## src/rtl/ctx_stack.sv

```systemverilog
`default_nettype none
// ============================================================================
//  Module      : ctx_stack
//  Description : Hardware context stack for the single-cycle CPU. Holds
//                subroutine return addresses and, for interrupt entries,
//                the return address plus the saved flag word. Supports
//                replace-top on simultaneous push/pop, an occupancy count
//                and sticky, clearable overflow/underflow flags.
//  Revision    : 1.0  - initial release
// ============================================================================
module ctx_stack #(
    parameter int AW    = 10,
    parameter int FW    = 2,
    parameter int DEPTH = 16,
    parameter int CW    = $clog2(DEPTH + 1)
) (
    input  logic          clk,
    input  logic          reset,
    input  logic          push,
    input  logic          push_int,
    input  logic          pop,
    input  logic          clr_err,
    input  logic [AW-1:0] pc_in,
    input  logic [FW-1:0] flags_in,
    output logic [AW-1:0] top_pc,
    output logic [FW-1:0] top_flags,
    output logic          top_is_int,
    output logic [CW-1:0] count,
    output logic          empty,
    output logic          full,
    output logic          ovf,
    output logic          unf
);

    // Index width into the entry array and width of one stored frame
    // ({tag, flags, pc}).
    localparam int c_IW = $clog2(DEPTH);
    localparam int c_DW = AW + FW + 1;

    localparam logic [CW-1:0] c_CNT_ONE  = CW'(1);
    localparam logic [CW-1:0] c_CNT_FULL = CW'(DEPTH);

    // Entry storage; deliberately not reset, the empty gating hides stale data.
    logic [c_DW-1:0] r_mem [DEPTH];

    logic [CW-1:0]   r_count;
    logic            r_ovf;
    logic            r_unf;

    logic            w_empty;
    logic            w_full;
    logic            w_wr;
    logic [c_DW-1:0] w_data;
    logic [c_IW-1:0] w_top_idx;
    logic [c_IW-1:0] w_wr_idx;
    logic [c_DW-1:0] w_top_entry;
    logic            w_do_write;
    logic            w_inc;
    logic            w_dec;
    logic            w_ovf_set;
    logic            w_unf_set;

    assign w_empty   = (r_count == '0);
    assign w_full    = (r_count == c_CNT_FULL);
    assign w_wr      = push | push_int;
    // Top entry sits at sp-1; the value is meaningless when empty but gated.
    assign w_top_idx = c_IW'(r_count - c_CNT_ONE);

    // Frame to store: interrupt frames carry flags and tag, call frames zero both.
    always_comb begin
        w_data = {1'b0, {FW{1'b0}}, pc_in};
        if (push_int) begin
            w_data = {1'b1, flags_in, pc_in};
        end
    end

    // Decode the per-cycle action from (write, pop, occupancy).
    always_comb begin
        w_do_write = 1'b0;
        w_wr_idx   = c_IW'(r_count);
        w_inc      = 1'b0;
        w_dec      = 1'b0;
        w_ovf_set  = 1'b0;
        w_unf_set  = 1'b0;
        case ({w_wr, pop})
            2'b10: begin
                if (w_full) begin
                    w_ovf_set = 1'b1;
                end else begin
                    w_do_write = 1'b1;
                    w_inc      = 1'b1;
                end
            end
            2'b01: begin
                if (w_empty) begin
                    w_unf_set = 1'b1;
                end else begin
                    w_dec = 1'b1;
                end
            end
            2'b11: begin
                if (w_empty) begin
                    // Nothing to pop: behaves as a plain push but flags underflow.
                    w_do_write = 1'b1;
                    w_inc      = 1'b1;
                    w_unf_set  = 1'b1;
                end else begin
                    // Replace top in place; never an overflow, even when full.
                    w_do_write = 1'b1;
                    w_wr_idx   = w_top_idx;
                end
            end
            default: begin
            end
        endcase
    end

    // Entry array write; suppressed while reset is asserted.
    always_ff @(posedge clk) begin
        if (reset && w_do_write) begin
            r_mem[w_wr_idx] <= w_data;
        end
    end

    // Occupancy counter and sticky error flags; a new error beats clr_err.
    always_ff @(posedge clk) begin
        if (!reset) begin
            r_count <= '0;
            r_ovf   <= 1'b0;
            r_unf   <= 1'b0;
        end else begin
            if (w_inc) begin
                r_count <= r_count + c_CNT_ONE;
            end else if (w_dec) begin
                r_count <= r_count - c_CNT_ONE;
            end
            r_ovf <= w_ovf_set | (r_ovf & ~clr_err);
            r_unf <= w_unf_set | (r_unf & ~clr_err);
        end
    end

    assign w_top_entry = r_mem[w_top_idx];

    assign top_pc     = w_empty ? '0   : w_top_entry[AW-1:0];
    assign top_flags  = w_empty ? '0   : w_top_entry[AW+FW-1:AW];
    assign top_is_int = w_empty ? 1'b0 : w_top_entry[c_DW-1];
    assign count      = r_count;
    assign empty      = w_empty;
    assign full       = w_full;
    assign ovf        = r_ovf;
    assign unf        = r_unf;

endmodule
`default_nettype wire

```

## config.mk

```make
export PLATFORM = sky130hd
export DESIGN_NAME = ctx_stack
export DESIGN_NICKNAME = d
export VERILOG_FILES = /design/src/rtl/ctx_stack.sv
export SDC_FILE = /design/constraint.sdc
export NUM_CORES = 1
export LEC_CHECK = 0
export ABC_AREA = 0
export CORE_MARGIN = 2
export CORE_UTILIZATION = 45
export DETAILED_ROUTE_END_ITERATION = 10
export PLACE_DENSITY_LB_ADDON = 0.2
export SYNTH_ARGS = -nofsm -noshare
export SYNTH_HDL_FRONTEND = slang
export SYNTH_SLANG_ARGS = --single-unit
export TNS_END_PERCENT = 30
```

## constraint.sdc

```tcl
create_clock -name clk -period 7.5 [get_ports clk]
set_clock_uncertainty 0.15 [all_clocks]
set_input_delay 0.75 -clock clk [delete_from_list [all_inputs] [get_ports clk]]
set_output_delay 0.75 -clock clk [all_outputs]
set_load 0.1 [all_outputs]
```

==> run_results.csv <==
group,metric,value,unit
die,dieWidth,143.2,um
clock_tree,cts_root_buffer,"clkbuf_16",
synth,ys_seq_area_share,73.21,%
synth,synth_mux_area_share,15.68,%
finish,drive_above_1_share,20.87,%
clock_tree,cts_tree,"yes",
clock_tree,clkSlewWorstSetupHoldPaths,60,ps
worst_setup_path,critPathRequiredTime,6600,ps
worst_hold_path,holdPathStages,3,
run_status,run_status,"finished clean",
place,globalplace.congestion,0.8318,
synth,synthSimpleGateAreaFrac,4.590,%
worst_setup_path,start_kind,"flop",
synth,synthTopCellsByArea,"edfxtp_1, mux4_2, mux2i_1, dfxtp_1, mux2_2",
clock_tree,cts_buffers,22,
finish,final_cells,788,
timing,holdWs,460.1,ps
pwr,powerDensity,373.3,nW/um^2
die,coreArea,18890,sq um
clock_tree,holdBufCountCts,0,
timing,slew_viol_final,0,
timing,rsz0062_at_grt,"false",
clock_tree,cts_setup_buffers,0,
pwr,p_leak,0.003258,uW
pwr,p_total,3798,uW
grt,antenna_found_initial,0,
clock_tree,clk_path_buf_depth,3,
synth,synth_seq_cells,215,
grt,grt_max_degree,56,
clock_tree,clock-sinks,215,
finish,filler_cell_count,1501,
place,dpl.cell_count,748,
synth,synth-compound-area-share,4.030,%
synth,syn_nets,474,
detailed_routing,drc,0,
clock_tree,htree_levels,1,
worst_setup_path,cp_max_fo,22,
timing,setup_violations,0,
timing,tightest_slew,1028,ps
detailed_routing,vias_per_cell,5.584,
timing,period_share,70.14,%
die,dieHeight,143.2,um
synth,yosysUniqueCellTypes,47,
timing,setup_tns,0,ps
timing,final-hold-violation-count,0,
synth,synth_adder_area_share,0.2869,%
die,start_util,46.17,%
die,dieArea,20510,sq um
grt,grt_overflow,0,
detailed_routing,firstDrtPassIters,4,
timing,min_period,5261,ps
synth,synth_xor_xnor_area_share,0.6168,%
worst_hold_path,hp-class,"reg2reg",
grt,grt.total_usage,18.51,%
worst_setup_path,endpoint_kind,"output port",
timing,fmax,0.1901,GHz
synth,synth_edf_count,208,
synth,synth_common_cells,"edfxtp_1, mux4_2, mux2i_1, nor2_1, nand2_1",
detailed_routing,drtAntennaViolNets,0,
timing,slew_headroom,31.47,%
finish,area_growth,16.64,%
worst_setup_path,crit_type,"reg2out",
synth,synth_top_family_by_area,"multiplexers",
worst_setup_path,cp.arrival,4360,ps
worst_setup_path,reg2regPathDepth,7,
detailed_routing,drtIter0Drc,389,
synth,ys_warn_count,0,
finish,nets,532,
synth,synth_ff_type,"edfxtp_1",
die,io_pins,40,
detailed_routing,num_vias,4400,
detailed_routing,wl_per_cell,23.12,um
pwr,peakVddDrop,214.6,uV
synth,synthArstFlopShare,0,%
die,std_cell_rows,50,
grt,grt_pass1_wl,27.76,mm
clock_tree,cts.repair.resized,0,
flow_run,maxCapViolCount,0,
place,post-dp-hpwl,11.91,mm
synth,synth_area,8723,sq um
place,numPortBuffers,39,
finish,final_util,53.85,%
clock_tree,clk_latency,490,ps
synth,synth_top_area_cell,"edfxtp_1",
synth,synth_cells,454,
synth,syn_avg_cell_area,19.21,sq um
grt,grt_pass1_vias,4549,
synth,synth_most_common_cell,"edfxtp_1",
detailed_routing,routed_wl,18.22,mm
synth,synth_top_area_share,71.60,%
sequential cells by signal (all words and copies together) (netlist names):
| register | flops |
|---|---|
| r_mem | 208 |
| count | 5 |
| ovf | 1 |
| unf | 1 |
power by group:
part	switching (uW)	internal, uW
Sequential	21.8	1380
Clock	422	623
Combinational	920	433
Total	1360	2430
through the flow:
| stage | cell area (sq um) | setup slack (ps) |
|---|---|---|
| final | 10170 | 2239 |
| after global placement | 9475 | 2736 |
| after CTS | 10170 | 2179 |
| after floorplan | 8723 | 795.9 |
| after global routing | 10170 | 2018 |
| after detailed placement | 9475 | 2721 |
cell usage in the layout, fill, tap and decap left out, drive strengths merged, types with 6 or more instances in the layout:
cell	netlist	layout
edfxtp	208	208
mux4	46	46
clkdlybuf4s50	0	39
clkbuf	12	25
mux2i	23	23
nor2	21	21
buf	13	20
nand2	17	17
o22ai	13	13
clkinv	0	10
mux2	9	9
o21ai	7	7
dfxtp	7	7
and3	6	6
cell families (layout without fill, tap and decap cells):
group           Yosys count  after routing
xor+xnor                  4              4
fa+ha+maj                 2              2
other cells               0              1
simple gates             75             75
mux                      78             78
buf+inv                  30            103
flops                   215            215
compound gates           50             50
worst max-delay path, stage by stage (launching register included):
cell	delay, ps
dfxtp_4	340
inv_1	230
ha_2	390
xor2_4	720
buf_4	430
mux4_2	360
mux2i_1	210
o32ai_1	120
clkdlybuf4s50_1	1020
final cells by class:
| cell class | instances | area [sq um] | area share, % |
|---|---|---|---|
| multi-input combinational | 209 | 2201 | 21.63 |
| sequential | 215 | 6390 | 62.80 |
| clock inverter | 14 | 113.9 | 1.119 |
| clock buffer | 25 | 583.1 | 5.730 |
| inverter | 5 | 18.77 | 0.1845 |
| timing repair buffer | 59 | 540.5 | 5.312 |
| tap | 260 | 325.3 | 3.197 |
| antenna | 1 | 2.502 | 0.02459 |
final timing paths:
kind,start,to,slack (ps)
setup / recovery,count[0]$_SDFFE_PN0P_,top_pc[0],2240
setup reg to reg,count[1]$_SDFFE_PN0P_,r_mem[13][12]$_DFFE_PP_,3500
hold reg to reg,ovf$_SDFF_PN0_,ovf$_SDFF_PN0_,460
hold / removal,ovf$_SDFF_PN0_,ovf$_SDFF_PN0_,460
routing by layer:
metal	vias to the layer above	wire, um	GRT usage [%]
met5	-	0	0
met4	0	469	5.212
met3	31	1051	3.219
met2	121	8994	30.95
met1	2264	7703	25.28
li1	1984	-	-
(Power assumes the default switching activity.)
